File: src/rtl/tpu_apb_cfg_slave.sv
// ============================================================================
// tpu_apb_cfg_slave
// ----------------------------------------------------------------------------
// APB3 responder for the TPU configuration and status registers. It holds the
// block enables, the normalization mean and inverse variance, and the
// start/done control. It drives a level start_tpu to the core. It latches the
// core's done_tpu into a sticky status bit that the host polls.
//
// Register map (byte offsets, 32-bit words):
//   ADDR_ENABLES : {28'b0, activation, pool, norm, matmul}
//   ADDR_STDN    : {done_sticky, busy, 29'b0, start}  (only bit0 is writable)
//   ADDR_MEAN    : {24'b0, mean}
//   ADDR_INV_VAR : {24'b0, inv_var}
//   Unmapped or misaligned offsets read 0 and ignore writes.
//
// Handshake: a transfer is one setup cycle (PSEL=1, PENABLE=0) followed by an
// access phase (PSEL=1, PENABLE=1). The access phase lasts until PREADY=1.
// PADDR/PWRITE/PWDATA are captured at the end of the setup cycle and are not
// looked at again. PREADY is registered and is high for exactly one cycle;
// the transfer completes at the rising edge that ends that cycle, and a write
// takes effect at that edge. Dropping PSEL before completion abandons the
// transfer with no side effects.
//
// Ports:
//   clk, resetn        clock; synchronous active-low reset
//   PADDR .. PWDATA    APB request from the host
//   PRDATA, PREADY     APB response (PRDATA holds the most recent read)
//   PSLVERR            error response (present only with TPU_APB_PSLVERR_EN)
//   enable_*           block enables, ENABLES[3:0]
//   mean, inv_var      normalization parameters
//   start_tpu          level start, STDN[0]
//   done_tpu           completion from the core (pulse or level)
//   state_dbg          current FSM state (0=IDLE, 1=SETUP, 2=ACCESS)
//
// Build option:
//   TPU_APB_PSLVERR_EN  adds PSLVERR. The response is an error for unmapped or
//                       misaligned offsets and for config writes dropped while
//                       the core is busy.
// ============================================================================
`default_nettype none

module tpu_apb_cfg_slave #(
    parameter int REG_ADDRWIDTH = 8,
    parameter int REG_DATAWIDTH = 32,
    parameter int WAIT_STATES   = 0,
    parameter logic [REG_ADDRWIDTH-1:0] ADDR_ENABLES = REG_ADDRWIDTH'('h00),
    parameter logic [REG_ADDRWIDTH-1:0] ADDR_STDN    = REG_ADDRWIDTH'('h04),
    parameter logic [REG_ADDRWIDTH-1:0] ADDR_MEAN    = REG_ADDRWIDTH'('h08),
    parameter logic [REG_ADDRWIDTH-1:0] ADDR_INV_VAR = REG_ADDRWIDTH'('h0C)
) (
    input  logic                     clk,
    input  logic                     resetn,
    input  logic [REG_ADDRWIDTH-1:0] PADDR,
    input  logic                     PSEL,
    input  logic                     PENABLE,
    input  logic                     PWRITE,
    input  logic [REG_DATAWIDTH-1:0] PWDATA,
    output logic [REG_DATAWIDTH-1:0] PRDATA,
    output logic                     PREADY,
`ifdef TPU_APB_PSLVERR_EN
    output logic                     PSLVERR,
`endif
    output logic                     enable_matmul,
    output logic                     enable_norm,
    output logic                     enable_pool,
    output logic                     enable_activation,
    output logic [7:0]               mean,
    output logic [7:0]               inv_var,
    output logic                     start_tpu,
    input  logic                     done_tpu,
    output logic [1:0]               state_dbg
);

    localparam logic [3:0] WAIT_LAST = 4'(WAIT_STATES);

    typedef enum logic [1:0] {
        ST_IDLE   = 2'd0,
        ST_SETUP  = 2'd1,
        ST_ACCESS = 2'd2
    } state_t;

    state_t state_q, state_d;

    // Request captured at the end of the setup cycle
    logic [REG_ADDRWIDTH-1:0] addr_q;
    logic                     write_q;
    logic [REG_DATAWIDTH-1:0] wdata_q;

    logic [3:0]               wait_cnt_q;
    logic [3:0]               cnt_inc;
    logic                     pready_q;
    logic [REG_DATAWIDTH-1:0] prdata_q;

    // Architectural registers
    logic [3:0] en_q;
    logic [7:0] mean_q;
    logic [7:0] inv_var_q;
    logic       start_q;
    logic       done_q;
    logic       busy;

    // FSM strobes
    logic capture;
    logic enter_access;
    logic complete;

    // Decode of the captured address
    logic aligned;
    logic hit_en, hit_stdn, hit_mean, hit_iv, hit_cfg;
    logic wr_commit;
    logic start_rise;
    logic [REG_DATAWIDTH-1:0] rd_word;

    // Only the low byte of write data is ever stored
    logic unused_wdata_hi;
    assign unused_wdata_hi = ^wdata_q[REG_DATAWIDTH-1:8];

    assign busy = start_q & ~done_q;

    // ------------------------------------------------------------------------
    // FSM next state
    // ------------------------------------------------------------------------
    always_comb begin
        state_d      = state_q;
        capture      = 1'b0;
        enter_access = 1'b0;
        complete     = 1'b0;
        case (state_q)
            ST_IDLE: begin
                // PENABLE without a preceding setup cycle is ignored
                if (PSEL && !PENABLE) begin
                    state_d = ST_SETUP;
                    capture = 1'b1;
                end
            end
            ST_SETUP: begin
                if (!PSEL) begin
                    state_d = ST_IDLE;
                end else if (PENABLE) begin
                    state_d      = ST_ACCESS;
                    enter_access = 1'b1;
                end else begin
                    // Setup held for another cycle: follow the newest request
                    capture = 1'b1;
                end
            end
            ST_ACCESS: begin
                if (!PSEL) begin
                    state_d = ST_IDLE;
                end else if (!PENABLE) begin
                    // Host started a new setup directly; treat it as one
                    state_d = ST_SETUP;
                    capture = 1'b1;
                end else if (pready_q) begin
                    state_d  = ST_IDLE;
                    complete = 1'b1;
                end
            end
            default: begin
                state_d = ST_IDLE;
            end
        endcase
    end

    always_ff @(posedge clk) begin
        if (!resetn) begin
            state_q <= ST_IDLE;
            addr_q  <= '0;
            write_q <= 1'b0;
            wdata_q <= '0;
        end else begin
            state_q <= state_d;
            if (capture) begin
                addr_q  <= PADDR;
                write_q <= PWRITE;
                wdata_q <= PWDATA;
            end
        end
    end

    // ------------------------------------------------------------------------
    // Address decode and read mux (always from the captured address)
    // ------------------------------------------------------------------------
    assign aligned  = (addr_q[1:0] == 2'b00);
    assign hit_en   = aligned && (addr_q == ADDR_ENABLES);
    assign hit_stdn = aligned && (addr_q == ADDR_STDN);
    assign hit_mean = aligned && (addr_q == ADDR_MEAN);
    assign hit_iv   = aligned && (addr_q == ADDR_INV_VAR);
    assign hit_cfg  = hit_en | hit_mean | hit_iv;

    always_comb begin
        rd_word = '0;
        if (hit_en) begin
            rd_word[3:0] = en_q;
        end
        if (hit_stdn) begin
            rd_word[REG_DATAWIDTH-1] = done_q;
            rd_word[REG_DATAWIDTH-2] = busy;
            rd_word[0]               = start_q;
        end
        if (hit_mean) begin
            rd_word[7:0] = mean_q;
        end
        if (hit_iv) begin
            rd_word[7:0] = inv_var_q;
        end
    end

    // ------------------------------------------------------------------------
    // Wait-state counter, PREADY and PRDATA
    // ------------------------------------------------------------------------
    assign cnt_inc = wait_cnt_q + 4'd1;

    always_ff @(posedge clk) begin
        if (!resetn) begin
            wait_cnt_q <= '0;
            pready_q   <= 1'b0;
            prdata_q   <= '0;
        end else begin
            wait_cnt_q <= '0;
            pready_q   <= 1'b0;
            if (enter_access) begin
                // Counter value 0 belongs to the first access cycle
                pready_q <= (WAIT_LAST == 4'd0);
                if (!write_q) begin
                    prdata_q <= rd_word;
                end
            end else if (state_q == ST_ACCESS && state_d == ST_ACCESS) begin
                wait_cnt_q <= cnt_inc;
                pready_q   <= (cnt_inc == WAIT_LAST);
            end
        end
    end

    // ------------------------------------------------------------------------
    // Register writes and done tracking
    // ------------------------------------------------------------------------
    assign wr_commit  = complete & write_q;
    assign start_rise = wr_commit & hit_stdn & wdata_q[0] & ~start_q;

    always_ff @(posedge clk) begin
        if (!resetn) begin
            en_q      <= '0;
            mean_q    <= '0;
            inv_var_q <= '0;
            start_q   <= 1'b0;
            done_q    <= 1'b0;
        end else begin
            // Configuration is frozen while the core is running
            if (wr_commit && !busy) begin
                if (hit_en) begin
                    en_q <= wdata_q[3:0];
                end
                if (hit_mean) begin
                    mean_q <= wdata_q[7:0];
                end
                if (hit_iv) begin
                    inv_var_q <= wdata_q[7:0];
                end
            end
            if (wr_commit && hit_stdn) begin
                start_q <= wdata_q[0];
            end
            // A new run clears the sticky done, even against a same-edge done
            if (start_rise) begin
                done_q <= 1'b0;
            end else if (done_tpu && start_q) begin
                done_q <= 1'b1;
            end
        end
    end

    // ------------------------------------------------------------------------
    // Outputs
    // ------------------------------------------------------------------------
    assign PRDATA            = prdata_q;
    assign PREADY            = pready_q;
    assign enable_matmul     = en_q[0];
    assign enable_norm       = en_q[1];
    assign enable_pool       = en_q[2];
    assign enable_activation = en_q[3];
    assign mean              = mean_q;
    assign inv_var           = inv_var_q;
    assign start_tpu         = start_q;
    assign state_dbg         = state_q;

`ifdef TPU_APB_PSLVERR_EN
    // The decode is stable for the whole access phase, so the error is
    // qualified by the registered PREADY and lines up with the completion
    logic xfer_err;
    assign xfer_err = ~(hit_cfg | hit_stdn) | (write_q & hit_cfg & busy);
    assign PSLVERR  = pready_q & xfer_err;
`endif

endmodule

`default_nettype wire

File: config.mk
export PLATFORM = sky130hd
export DESIGN_NAME = tpu_apb_cfg_slave
export DESIGN_NICKNAME = d
export VERILOG_FILES = /design/src/rtl/tpu_apb_cfg_slave.sv
export SDC_FILE = /design/constraint.sdc
export NUM_CORES = 1
export LEC_CHECK = 0
export CAP_MARGIN = 20
export CORE_MARGIN = 4
export CORE_UTILIZATION = 47
export CTS_CLUSTER_SIZE = 40
export DETAILED_ROUTE_END_ITERATION = 7
export PLACE_DENSITY = 0.85
export SLEW_MARGIN = 25
export SYNTH_ARGS = -nofsm -noshare
export SYNTH_HDL_FRONTEND = slang
export SYNTH_SLANG_ARGS = --single-unit
export TNS_END_PERCENT = 1
File: constraint.sdc
create_clock -name clk -period 5.6 [get_ports clk]
set_input_delay 1.68 -clock clk [delete_from_list [all_inputs] [get_ports clk]]
set_output_delay 1.68 -clock clk [all_outputs]
set_load 0.01 [all_outputs]
# After elaboration in Yosys (flattened, before gate mapping)

Cells that the tools add are included.

Reductions and logical operators: 22
Eq/ne operators: 6
Bitwise logic cells: 10
$add $sub $neg: 1
Muxes and demuxes: 25

Operators with widths:

| operator                                                         | count |
|---|---|
| 8-bit by 4-bit == test with 1-bit output (second input constant) | 2 |
| 8-bit two-way mux                                                | 2 |
| 2-bit two-way mux                                                | 7 |
| 1-bit two-way mux                                                | 13 |
| 1-bit logical AND                                                | 9 |
| 8-bit by 3-bit == test with 1-bit output (second input constant) | 1 |
| 8-bit logical NOT                                                | 1 |
| 2-bit AND reduction                                              | 4 |
| 2-bit one-hot mux with 3 select lines                            | 1 |
| 1-bit AND                                                        | 5 |
| 1-bit NOT                                                        | 5 |
| 4-bit by 1-bit adder with 4-bit output (second input constant)   | 1 |
| 2-bit == test (second input constant)                            | 2 |
| 2-bit logical NOT                                                | 2 |
| 4-bit logical NOT                                                | 1 |
| 4-bit two-way mux                                                | 1 |
| 2-bit OR reduction                                               | 2 |
| 3-bit OR reduction                                               | 1 |
| 2-bit by 1-bit == test with 1-bit output (second input constant) | 1 |
| 1-bit logical NOT                                                | 2 |
| 1-bit one-hot mux with 2 select lines                            | 1 |

Logic and storage cells: 76
Output and inout port bits: 56
Register bits: 56
Bits of input ports: 46

# Depth between registers and ports, before layout

Depth after elaboration: 9
Gate-level depth with buffers: 8
Gate-level depth less buffers: 7

# Worst setup path after synthesis

OpenSTA, ideal clock, no wires.

Path kind: input port to flip-flop
Start: input port PENABLE
End: register addr_q[2]
Arrival time: 2.599 ns
Required time: 5.472 ns
Buffers on the path: 2
Stages: 5
Slack: 2.873 ns
Library setup time: 0.128 ns
Cells stage by stage: nor4b_1 > buf_4 > buf_4 > mux2i_1 > nor2_1

Longest elaborated chain between the ends: 4
Elaborated cells between the ends (all ways): 6
Those cells by class: mux (4); reduce/logical (2)

Ends and longest elaborated chain:

| what                                      | RTL line | RTL |
|---|---|---|
| from (decl)                               | 55       | `input logic PENABLE,` |
| 1-bit logical NOT                         | n/a      |  |
| 1-bit logical AND                         | 131      | `if (PSEL && !PENABLE) begin` |
| 1-bit two-way mux                         | 131      |  |
| 1-bit one-hot mux with 2 select lines (*) | 128      | `case (state_q)` |
| to (signal assigned)                      | 168      | `addr_q <= '0;` |
| to (signal assigned)                      | 174      | `addr_q <= PADDR;` |
| to (decl)                                 | 85       | `logic [REG_ADDRWIDTH-1:0] addr_q;` |

Mark *: on every way between the ends. The rest lies on a longest branch, timed or not.
A chain may end at the register's enable or synchronous reset.

# Final worst setup path

Start: input port resetn
End: register wait_cnt_q[3]

Longest elaborated chain between the ends: 2

Ends and longest elaborated chain:

| what                         | RTL line | RTL |
|---|---|---|
| from (decl)                  | 52       | `input logic resetn,` |
| 1-bit NOT (no line)          | n/a      |  |
| 3-bit OR reduction (no line) | n/a      |  |
| to (signal assigned)         | 229      | `wait_cnt_q <= cnt_inc;` |
| to (decl)                    | 89       | `logic [3:0] wait_cnt_q;` |

Every way passes these cells.

==> flow_metrics.py <==
metrics = {
    "synth": {
        "synth_flop_cell": "dfxtp_1",
        "yosys.cell_types.count": 43,
        "syn_inst": 294,
        "synth_edf_count": 0,
        "synth_area_leader_cell": "dfxtp_1",
        "ys_seq_area_frac": 0.4199,
        "syn_area_per_cell_um2": 9.082,
        "ys_async_sr_fraction": 0,
        "syn_area_um2": 2670,
        "yosysMostFrequentCell": "dfxtp_1",
        "synth.top_cell.area_share": 0.4199,
        "synthTopCellsByArea": "dfxtp_1, mux2i_1, buf_4",
        "yosysWarnings": 0,
        "synth_common_cells": "dfxtp_1, nand2_1, mux2i_1, nor2_1, buf_4",
        "ys_seq_elements": 56,
    },
    "worst_setup_path": {
        "critPathKind": "input pin to register",
        "cp_max_fo": 31,
        "cp-end-kind": "register",
        "cp.arrival_ns": 3.71,
        "crit_required_ns": 5.85,
        "cp-start-kind": "input pin",
    },
    "sta": {
        "finalCriticalPeriod_ns": 3.466,
        "fin_crit_sh": 0.6189,
        "setup_viol": 0,
        "slew_viol_final": 0,
        "setup_tns_ns": 0,
        "hold_ws_ns": 0.4688,
        "rsz0062_at_grt": "false",
        "max-slew-margin-rel": 0.3846,
        "skew_ns": 0.002938,
        "hold_viol": 0,
        "fmax_ghz": 0.2885,
        "tightest_slew_ns": 0.9220,
    },
    "clock_network": {
        "root_buffer": "clkbuf_8",
        "post_cts_resize_count": 0,
        "cts_buffers": 5,
        "cts_tree": "built",
        "cts_sinks": 56,
        "cts.clk_slew.worst_paths_ns": 0.09,
        "cts_buffer_depth": 2,
        "cts_htree_levels": 2,
        "clock_latency_ns": 0.30,
        "ctsHoldBuffers": 0,
        "postCtsSetupRepairBufs": 0,
    },
    "layout": {
        "area_growth_pct": 21.79,
        "fin_area_um2": 3252,
        "final_util": 0.5905,
        "multiInputGateArea_um2": 1356,
        "nNetsFinal": 393,
        "drive_gt1_frac": 0.06725,
        "nFillCells": 503,
        "final-seq-area_um2": 1121,
        "n_antenna_cell": 0,
    },
    "grt": {
        "grt-busiest-layer": "met2",
        "antenna_found_initial": 0,
        "grt_pass1_wl_um": 9625,
        "grt.overflow.total": 0,
        "grt_use_met2": 0.2908,
        "grt_pass1_vias": 2031,
        "grt_usage": 0.1670,
        "groute.layer.met3.usage": 0.03869,
        "use_met1": 0.2081,
        "grt_max_degree": 32,
    },
    "min_path": {
        "hp-class": "register to register",
    },
    "placement": {
        "hpwl_um": 4341,
        "gp_congestion": 0.8667,
        "place_area_um2": 3159,
        "port_buffers": 55,
    },
    "floorplanning": {
        "num_rows": 27,
        "die_x_um": 83.37,
        "initial_core_util": 0.4849,
        "fp.dieArea_um2": 6951,
        "die_h_um": 83.37,
        "core_um2": 5507,
        "pin_count": 102,
    },
    "routing": {
        "wirelength_um": 5777,
        "vias": 2108,
        "drt_iter0_markers": 69,
        "detail-route-antenna-nets": 0,
        "wl_per_cell_um": 13.95,
        "dr.pass1.iters": 6,
        "drcViolationCount": 0,
        "vias_per_cell": 5.092,
    },
    "job": {
        "max_cap_viol_count": 0,
    },
    "power": {
        "peakVddDrop_mv": 0.1573,
        "p_total_uw": 714.2,
        "power_frac_seq": 0.583,
        "p_leak_nw": 1.218,
        "clockPowerShare": 0.313,
        "p_sw_frac": 0.2479,
        "internal_power_uw": 537.1,
        "powerDensity_nw_per_um2": 219.6,
        "p_sw_uw": 177.0,
        "combPwrFrac": 0.104,
    },
    "status": {
        "status": "finished, final reports clean",
    },
}
-- registers in the layout, summed over array words and instances (netlist names), 2 cells and up --
name and cells:
PRDATA 10, addr_q 8, inv_var 8, mean 8
wdata_q 8, en_q 4, wait_cnt_q 4, state_dbg 2
-- through the flow --
step / worst slack [ns] / instances
6_report: 2.134 / 414
5_1_grt: 1.987 / 414
4_1_cts: 2.147 / 414
3_5_place_dp: 1.840 / 406
3_3_place_gp: 1.879 / 406
2_1_floorplan: 2.873 / 315
-- layout make-up --
cell class	instances	share of cell area
Tap cell	72	0.02770
Inverter	7	0.008080
Timing Repair Buffer	57	0.1739
Clock buffer	6	0.02539
Sequential cell	56	0.3447
Multi-Input combinational cell	214	0.4171
Clock inverter	2	0.003078
-- routing by layer --
metal  vias up  wire (µm)
li1       1050          -
met1       979       2443
met2        70       2913
met3         9        339
met4         0         80
met5         -          0
-- cells in the final DEF (no fill, tap or decap), types with 3 or more instances in the layout --
| master | synthesis | routed |
|---|---|---|
| and2_1 | 3 | 3 |
| nand3_1 | 19 | 19 |
| dfxtp_1 | 56 | 56 |
| nor2_1 | 30 | 30 |
| conb_1 | 1 | 22 |
| a21oi_1 | 9 | 9 |
| nand2b_1 | 3 | 3 |
| clkdlybuf4s50_1 | 0 | 55 |
| mux2i_1 | 33 | 33 |
| nor3_1 | 4 | 4 |
| ha_1 | 6 | 6 |
| clkbuf_8 | 0 | 6 |
| o21ai_0 | 18 | 18 |
| nand2_1 | 35 | 35 |
| inv_1 | 7 | 7 |
| a22oi_1 | 4 | 4 |
-- kinds of logic (layout without fill, tap and decap cells) --
family,Yosys count,after routing,synth area share
XOR/XNOR,2,2,0.006562
other,1,22,0.001404
AO/OA/AOI/OAI,40,40,0.09513
adder cells (fa/ha/maj),6,6,0.02812
buffers and inverters,45,72,0.1040
AND/OR/NAND/NOR,110,110,0.2128
flip-flops,56,56,0.4199
multiplexers,34,34,0.1321
-- worst max-delay path, stage by stage --
cell	delay, ns
clkdlybuf4s50_1	0.74
buf_4	0.38
nand2b_1	0.20
a2111oi_4	0.27
and4_1	0.29
and2_1	0.14
-- power groups by stage --
stage,clock network (mW),registers [mW],logic (mW)
finish,0.224,0.417,0.0739
global placement,0,0.425,0.0711
floorplan,0,0.420,0.0637
global route,0.246,0.418,0.0807
CTS,0.229,0.417,0.0739
detailed placement,0,0.426,0.0737
-- final timing paths --
check,startpoint,end,slack (ns),cells after the start
worst max-delay path,resetn,wait_cnt_q[3],2.13,6
worst min-delay path,PRDATA[31],PRDATA[31],0.47,2
worst max register to register,state_dbg[1],PRDATA[3],3.59,7
worst min register to register,PRDATA[31],PRDATA[31],0.47,2
(Power assumes the default switching activity.)
